**src/rtl/dff_demux_deser_if.sv**
```systemverilog
// Bundle of the serial-in / dual-lane parallel-out signals for dff_demux_deser.
// master = serial source plus both consumers, slave = the deserialiser itself.
interface dff_demux_deser_if #(
  parameter int WIDTH = 8
);
  logic             din;
  logic             din_valid;
  logic             sel;
  logic             din_ready;
  logic [WIDTH-1:0] q0;
  logic             q0_valid;
  logic             q0_ack;
  logic [WIDTH-1:0] q1;
  logic             q1_valid;
  logic             q1_ack;

  modport master (
    output din, din_valid, sel, q0_ack, q1_ack,
    input  din_ready, q0, q0_valid, q1, q1_valid
  );

  modport slave (
    input  din, din_valid, sel, q0_ack, q1_ack,
    output din_ready, q0, q0_valid, q1, q1_valid
  );
endinterface

```
**src/rtl/dff_demux_deser.sv**
```systemverilog
// Steers a serial bit stream by sel into two independent MSB-first lane
// deserialisers, each with a registered word output and valid/ack handshake.
module dff_demux_deser #(
  parameter int WIDTH = 8
) (
  input  logic                clk,
  input  logic                rst,
  dff_demux_deser_if.slave    bus
);
  localparam int CW = $clog2(WIDTH + 1);
  localparam logic [CW-1:0] CNT_FULL = CW'(WIDTH);
  localparam logic [CW-1:0] CNT_LAST = CW'(WIDTH - 1);

  logic [WIDTH-1:0] sr_q   [2];
  logic [WIDTH-1:0] sr_d   [2];
  logic [CW-1:0]    cnt_q  [2];
  logic [CW-1:0]    cnt_d  [2];
  logic [WIDTH-1:0] q_q    [2];
  logic [WIDTH-1:0] q_d    [2];
  logic             qv_q   [2];
  logic             qv_d   [2];

  logic             sel_s;
  logic             ack_s      [2];
  logic             lane_sel_s [2];
  logic             ready_s    [2];
  logic             free_s     [2];
  logic             accept_s   [2];
  logic [WIDTH-1:0] shift_s    [2];

  // Lane selection: anything other than a clean 1 on sel picks lane 0.
  always_comb begin
    sel_s = 1'b0;
    if (bus.sel == 1'b1) begin
      sel_s = 1'b1;
    end else begin
      sel_s = 1'b0;
    end
    lane_sel_s[0] = ~sel_s;
    lane_sel_s[1] = sel_s;
    ack_s[0]      = bus.q0_ack;
    ack_s[1]      = bus.q1_ack;
  end

  // Per-lane next state: shift, complete, park a full word, drain and ack.
  always_comb begin
    for (int i = 0; i < 2; i++) begin
      sr_d[i]     = sr_q[i];
      cnt_d[i]    = cnt_q[i];
      q_d[i]      = q_q[i];
      qv_d[i]     = qv_q[i];
      ready_s[i]  = (cnt_q[i] < CNT_FULL);
      free_s[i]   = ~qv_q[i] | ack_s[i];
      shift_s[i]  = {sr_q[i][WIDTH-2:0], bus.din};
      accept_s[i] = bus.din_valid & ready_s[i] & lane_sel_s[i];

      if (accept_s[i] && (cnt_q[i] == CNT_LAST)) begin
        sr_d[i] = shift_s[i];
        if (free_s[i]) begin
          q_d[i]   = shift_s[i];
          qv_d[i]  = 1'b1;
          cnt_d[i] = '0;
        end else begin
          cnt_d[i] = CNT_FULL;
        end
      end else if (accept_s[i]) begin
        sr_d[i]  = shift_s[i];
        cnt_d[i] = cnt_q[i] + CW'(1);
        qv_d[i]  = qv_q[i] & ~ack_s[i];
      end else if ((cnt_q[i] == CNT_FULL) && free_s[i]) begin
        // A parked word moves out as soon as the output register frees up.
        q_d[i]   = sr_q[i];
        qv_d[i]  = 1'b1;
        cnt_d[i] = '0;
      end else begin
        qv_d[i]  = qv_q[i] & ~ack_s[i];
      end
    end
  end

  // Lane state registers with asynchronous reset.
  always_ff @(posedge clk or posedge rst) begin
    if (rst) begin
      for (int i = 0; i < 2; i++) begin
        sr_q[i]  <= '0;
        cnt_q[i] <= '0;
        q_q[i]   <= '0;
        qv_q[i]  <= 1'b0;
      end
    end else begin
      for (int i = 0; i < 2; i++) begin
        sr_q[i]  <= sr_d[i];
        cnt_q[i] <= cnt_d[i];
        q_q[i]   <= q_d[i];
        qv_q[i]  <= qv_d[i];
      end
    end
  end

  assign bus.din_ready = sel_s ? ready_s[1] : ready_s[0];
  assign bus.q0        = q_q[0];
  assign bus.q0_valid  = qv_q[0];
  assign bus.q1        = q_q[1];
  assign bus.q1_valid  = qv_q[1];

endmodule

```
**src/flat_wrapper.sv**
```systemverilog
// flat-port wrapper written by rule: the top's interface ports become plain ports
module dff_demux_deser_flat 
#(
  parameter int WIDTH = 8
)
  (clk, rst, bus_din, bus_din_valid, bus_sel, bus_q0_ack, bus_q1_ack, bus_din_ready, bus_q0, bus_q0_valid, bus_q1, bus_q1_valid);
  dff_demux_deser_if #(.WIDTH(WIDTH)) bus_i ();
  input  logic clk;
  input  logic rst;
  input wire logic [$bits(bus_i.din)-1:0] bus_din;
  input wire logic [$bits(bus_i.din_valid)-1:0] bus_din_valid;
  input wire logic [$bits(bus_i.sel)-1:0] bus_sel;
  input wire logic [$bits(bus_i.q0_ack)-1:0] bus_q0_ack;
  input wire logic [$bits(bus_i.q1_ack)-1:0] bus_q1_ack;
  output wire logic [$bits(bus_i.din_ready)-1:0] bus_din_ready;
  output wire logic [$bits(bus_i.q0)-1:0] bus_q0;
  output wire logic [$bits(bus_i.q0_valid)-1:0] bus_q0_valid;
  output wire logic [$bits(bus_i.q1)-1:0] bus_q1;
  output wire logic [$bits(bus_i.q1_valid)-1:0] bus_q1_valid;
  assign bus_i.din = bus_din;
  assign bus_i.din_valid = bus_din_valid;
  assign bus_i.sel = bus_sel;
  assign bus_i.q0_ack = bus_q0_ack;
  assign bus_i.q1_ack = bus_q1_ack;
  assign bus_din_ready = bus_i.din_ready;
  assign bus_q0 = bus_i.q0;
  assign bus_q0_valid = bus_i.q0_valid;
  assign bus_q1 = bus_i.q1;
  assign bus_q1_valid = bus_i.q1_valid;
  dff_demux_deser #(.WIDTH(WIDTH)) u_core (.clk(clk), .rst(rst), .bus(bus_i));
endmodule
```
**config.mk**
```make
export PLATFORM = sky130hd
export DESIGN_NAME = dff_demux_deser_flat
export DESIGN_NICKNAME = d
export VERILOG_FILES = /design/src/rtl/dff_demux_deser_if.sv /design/src/rtl/dff_demux_deser.sv /design/src/flat_wrapper.sv
export SDC_FILE = /design/constraint.sdc
export NUM_CORES = 1
export LEC_CHECK = 0
export CORE_MARGIN = 1.5
export CORE_UTILIZATION = 50
export CTS_BUF_LIST = sky130_fd_sc_hd__clkbuf_8 sky130_fd_sc_hd__clkbuf_16
export CTS_CLUSTER_SIZE = 28
export DETAILED_ROUTE_END_ITERATION = 8
export PLACE_DENSITY_LB_ADDON = 0.12
export SYNTH_ARGS = -nofsm -noshare
export SYNTH_HDL_FRONTEND = slang
export SYNTH_SLANG_ARGS = --single-unit
```
**constraint.sdc**
```tcl
create_clock -name clk -period 3.75 [get_ports clk]
set_clock_uncertainty 0.2 [all_clocks]
set_input_delay 0.9375 -clock clk [delete_from_list [all_inputs] [get_ports clk]]
set_output_delay 0.9375 -clock clk [all_outputs]
set_load 0.02 [all_outputs]
```
==> results.cfg, run 1 <==
[synth]
mappedNetlistNets = 250
dominantRegCellSynth = dfrtp_1
synth-async-reset-ratio_pct = 100
syn_area_per_cell_um2 = 9.34
synth-warning-count = 0
netlist_area_um2 = 2230
synth_cells = 239
yosys_register_bits = 42
synthDistinctLibCells = 32
synth_edf_count = 0
synth_seq_area_share_pct = 47.1

[routing]
totalWireLength_um = 5060
drt_first_iter_violations = 172
vias_per_cell = 5.88
wire_per_inst_um = 16.2
post-route-drc-count = 0
ant_nets = 0
dr_total_vias = 1840
detailedRoute.firstPassIterationCount = 4

[cells_and_area]
layout_stage_area_growth_over_the_synthesis_result_pct = 15.6
drive_gt1_share_pct = 11.5
antenna_diodes = 0
nets = 272
final_common_cell = nand2_1
mostFrequentLayoutCells = nand2_1, dfrtp_1, clkdlybuf4s50_1

[floorplanning]
placeableCoreArea_um2 = 4320
top_level_ports = 26
initial_utilization_pct = 51.6
die_w_um = 69.8
core.rowCount = 24
fp.dieH_um = 69.8
design.die.area_um2 = 4880

[critical_path]
worst-r2r-setup-slack_ps = 1820
worst_ep_required_time_ps = 2610
worstReg2RegStart = u_core.cnt_q[7]$_DFFE_PP0P_
worstSetupEndpointType = output pin
reg2reg_to = u_core.bus.q0[5]$_DFFE_PP0P_
cp_max_fo = 5
critical_path_startpoint_category = input pin
critical_path.cell_chain = clkdlybuf4s50_1 -> mux2i_1 -> clkdlybuf4s50_1
worst-setup-path-type = input pin to output pin
cpPeakStageDelay_ps = 610
critical_path.slowest_cell = clkdlybuf4s50_1
cp.arrival_ps = 2310
reg2regPathDepth = 3
critical_path.most_common_cell = clkdlybuf4s50_1

[clock_network]
numCtsBuffers = 5
worst_skew_pair.late_latency_ps = 290
cts-htree-levels = 2
cts_post_setup_buffers_inserted = 0
cts.repair.resized = 0
clockRootBuffer = clkbuf_8
cts_sinks = 42
max-clock-path-buffers = 2
postCtsHoldBufs = 0
tritoncts_clock_tree = built
clkSlewWorstSetupHoldPaths_ps = 70

[placed_design]
detailed_place_hpwl_um = 3160
gp_routability_congestion = 0.752
count_of_port_buffers_added_during_placement = 25

[worst_hold_path]
min-delay-path-class = flop to flop
timing.hold.worst.start = u_core.sr_q[7]$_DFFE_PP0P_
hold_path_depth = 2
worst_case_hold_path_end_point = u_core.sr_q[7]$_DFFE_PP0P_

[sta]
final_max_slew_viol_count = 0
number_of_hold_violations_in_the_final_report = 0
worst_slew_pin_slew_ps = 726
tns_ps = 0
min_period_ps = 3450
min_period_over_period_pct = 92.0
achievable-frequency_ghz = 0.290
final-setup-viol-count = 0
grt_setup_unrepaired = false
max-slew-margin-rel_pct = 51.6
final.hold.worst_slack_ps = 279

[global_routing]
grt_util_all_layers_pct = 22.3
first_global_vias = 1742
grt_antenna_before_repair = 0
grt_start_max_net_pins = 43
grt_first_pass_wirelength_um = 8720
grt_overflow = 0

[pwr]
cell_internal_pwr_mw = 1.13
p_sw_share_pct = 39.7
pwr_density_cell_nw_per_um2 = 728
combPwrFrac_pct = 40.2
p_leak_nw = 1.12
max-vdd-ir-drop_uv = 344
pwr-share-clk_pct = 14.4
power.switching_uw = 747
report.power.total_mw = 1.88
pwr-share-seq_pct = 45.4

[run]
max_cap_violations = 0

[status]
status = complete, no violations
[through the flow]
step           util, %  setup WS (ps)  instances  area (µm²)
4_1_cts           59.7            293        313        2580
3_5_place_dp      58.0            303        306        2510
5_1_grt           59.7            235        313        2580
2_1_floorplan        -           1270        239        2230
3_3_place_gp      58.0            315        306        2510
6_report          59.7            299        313        2580
[worst max path at each step]
| stage | from | endpoint | slack (ps) | cells past startpoint |
|---|---|---|---|---|
| after floorplan | bus_sel | bus_din_ready | 1270 | 1 |
| after global placement | bus_sel | bus_din_ready | 320 | 3 |
| after detailed placement | bus_sel | bus_din_ready | 300 | 3 |
| after CTS | bus_sel | bus_din_ready | 290 | 3 |
| after global routing | bus_sel | bus_din_ready | 230 | 3 |
| final | bus_sel | bus_din_ready | 300 | 3 |
[critical path, delay by kind of cell]
family	cells	cell delay (ps)
buffers and inverters	2	1170
multiplexers	1	200
[power by group through the flow]
stage	combinational [mW]	sequential, mW	clock [mW]
2_1_floorplan	0.414	0.902	0
3_3_place_gp	0.743	0.856	0
3_5_place_dp	0.758	0.861	0
4_1_cts	0.760	0.851	0.279
5_1_grt	0.840	0.887	0.297
6_report	0.756	0.853	0.271
[registers in the layout (all words and copies together) (netlist names)]
signal	count
u_core.bus.q1_valid	1
u_core.shift_s	14
u_core.cnt_q	8
u_core.bus.q1	8
u_core.bus.q0_valid	1
u_core.sr_q	2
u_core.bus.q0	8
[area by class of cell]
type                    count  area (µm²)
fillers                   374        1740
multi-input cells         177        1080
well taps                  52        65.1
inverters                   5        18.8
repair buffers             30         288
clock inverters             2        7.51
flip-flops and latches     42        1050
clock buffers               5        68.8
[layer usage]
layer,track usage [%],routed length (µm)
met1,35.3,2620
met2,31.4,2240
met3,4.65,183
met4,4.91,25
met5,0,0
[synth_stat cells, types with 2 or more instances]
master | instances | share of area [%]
ha_1 | 4 | 2.2
nor2_1 | 2 | 0.34
nand3b_1 | 2 | 0.67
clkbuf_1 | 4 | 0.67
nor2b_1 | 2 | 0.56
nor3_1 | 16 | 3.6
a211oi_1 | 16 | 5.4
o31ai_1 | 18 | 6.1
nand2_1 | 54 | 9.1
xnor2_1 | 2 | 0.78
a21oi_1 | 2 | 0.45
nor4_1 | 16 | 4.5
dfrtp_1 | 42 | 47
nand2b_1 | 2 | 0.56
and3b_1 | 4 | 1.6
or3b_2 | 16 | 6.3
inv_1 | 5 | 0.84
buf_2 | 8 | 1.8
and2_1 | 2 | 0.56
o21ai_0 | 9 | 2.0
nand3_1 | 2 | 0.45
[cell families (layout without fill, tap and decap cells)]
group	count (synthesis)	count (layout)	synth area share [%]
and+or+nand+nor	122	122	29.8
AOI/OAI and AO/OA	48	48	15.0
DFF	42	42	47.1
buffers and inverters	20	42	4.65
adders and majority gates	4	4	2.24
xor gates and xnor gates	2	2	0.784
muxes	1	1	0.448
No activity file was read; power rests on OpenSTA's default activity.
==> run 2: changes to the inputs <==
--- a/config.mk
+++ b/config.mk
@@ -5,7 +5,7 @@
 export SDC_FILE = /design/constraint.sdc
 export NUM_CORES = 1
 export LEC_CHECK = 0
-export CORE_MARGIN = 1.5
+export CORE_MARGIN = 10
 export CORE_UTILIZATION = 50
 export CTS_BUF_LIST = sky130_fd_sc_hd__clkbuf_8 sky130_fd_sc_hd__clkbuf_16
 export CTS_CLUSTER_SIZE = 28
==> run 2 against run 1 <==
  * Clock power is 34% higher
  * Maximum frequency is 1.0% lower
  * Utilization is 0.34 points higher
  * First-iteration DRC count is 27% higher
  * Die area is 55% higher
  * Flip-flop and latch count stayed put
  * Via count is 0.71% lower
  * Critical path depth stayed put
  * Critical path type unchanged
  * Largest power group unchanged
==> results.cfg, run 2 (synthesis results as in run 1) <==
[floorplanning]
initial_utilization_pct = 51.3
top_level_ports = 26
die_w_um = 86.8
placeableCoreArea_um2 = 4350
design.die.area_um2 = 7540
fp.dieH_um = 86.8
core.rowCount = 24

[routing]
drt_first_iter_violations = 218
detailedRoute.firstPassIterationCount = 4
dr_total_vias = 1827
ant_nets = 0
post-route-drc-count = 0
vias_per_cell = 5.82
wire_per_inst_um = 17.3
totalWireLength_um = 5440

[pwr]
max-vdd-ir-drop_uv = 368
pwr_density_cell_nw_per_um2 = 757
p_leak_nw = 1.13
report.power.total_mw = 1.98

[run]
max_cap_violations = 0

[placed_design]
count_of_port_buffers_added_during_placement = 25
dpl_cell_area_um2 = 2510
pre_cts_ws_ps = 267
gp_routability_congestion = 0.755
placed_cells_incl_taps = 306
detailed_place_hpwl_um = 3410

[sta]
final.hold.worst_slack_ps = 289
finalWorstSetupSlack_ps = 264
max-slew-margin-rel_pct = 49.8
achievable-frequency_ghz = 0.287
worst_slew_pin_slew_ps = 750
final_max_slew_viol_count = 0
min_period_over_period_pct = 93.0
number_of_hold_violations_in_the_final_report = 0
tns_ps = 0
grt_setup_unrepaired = false
final-setup-viol-count = 0
min_period_ps = 3490

[clock_network]
tritoncts_clock_tree = built
max-clock-path-buffers = 2
postCtsHoldBufs = 0
numCtsBuffers = 5
clockRootBuffer = clkbuf_8
cts-htree-levels = 2
cts.repair.resized = 0
clkSlewWorstSetupHoldPaths_ps = 80
cts_sinks = 42
cts_post_setup_buffers_inserted = 0
worst_skew_pair.late_latency_ps = 300

[cells_and_area]
drive_gt1_share_pct = 12.6
post-route-cell-area_um2 = 2620
layout_stage_area_growth_over_the_synthesis_result_pct = 17.1
nets = 272
final_common_cell = nand2_1
mostFrequentLayoutCells = nand2_1, dfrtp_1, clkdlybuf4s50_1
antenna_diodes = 0
largest_register_ffs = 14
final_cell_count_no_fill = 314
finalCoreUtilization_pct = 60.1

[global_routing]
grt_first_pass_wirelength_um = 9290
grt_antenna_before_repair = 0
grt_overflow = 0
grt_start_max_net_pins = 43
grt_util_all_layers_pct = 14.9
first_global_vias = 1814

[critical_path]
critical_path_startpoint_category = input pin
worstSetupEndpointType = output pin
worst_ep_required_time_ps = 2610
cp.arrival_ps = 2350
worst-setup-path-type = input pin to output pin
cp_max_fo = 5
reg2regPathDepth = 3

[worst_hold_path]
min-delay-path-class = flop to flop
hold_path_depth = 2

[status]
status = complete, no violations
## run 2: cell types whose count changed in the layout (fill, tap and decap cells not counted)
cell / previous run / this run
bufinv_16: 0 / 1
clkinv_2: 0 / 2
inv_1: 7 / 5
## run 2: worst paths after layout
| kind | slack (ps) | startpoint | endpoint |
|---|---|---|---|
| worst min-delay path | 290 | u_core.sr_q[7]$_DFFE_PP0P_ | u_core.sr_q[7]$_DFFE_PP0P_ |
| worst min register to register | 290 | u_core.sr_q[7]$_DFFE_PP0P_ | u_core.sr_q[7]$_DFFE_PP0P_ |
| worst max-delay path | 260 | bus_sel | bus_din_ready |
| worst max register to register | 1780 | u_core.cnt_q[7]$_DFFE_PP0P_ | u_core.bus.q0[6]$_DFFE_PP0P_ |
| min in group asynchronous | 870 | rst | u_core.shift_s[6]$_DFFE_PP0P_ |
| max in group asynchronous | 2120 | rst | u_core.bus.q0[5]$_DFFE_PP0P_ |
## run 2: per-layer routing
layer	GRT usage [%]	wire, µm	vias up
met5	0	0	-
met4	3.53	52	0
met3	3.94	278	6
met2	21.1	2320	49
met1	21.8	2780	861
li1	-	-	911
## run 2: power by group
group          switching (mW)  leakage, nW  internal, mW
clock                   0.166       0.0579         0.196
combinational           0.405        0.530         0.361
sequential              0.202        0.541         0.649
## run 2: layout make-up
type / instances / area (µm²)
fillers: 392 / 1740
multi-input cells: 177 / 1080
flip-flops and latches: 42 / 1050
repair buffers: 30 / 288
clock buffers: 5 / 68.8
well taps: 52 / 65.1
clock inverters: 3 / 40.0
inverters: 5 / 18.8
## run 2: worst max-delay path: stages
cell and delay (ps):
clkdlybuf4s50_1 580, mux2i_1 210, clkdlybuf4s50_1 620
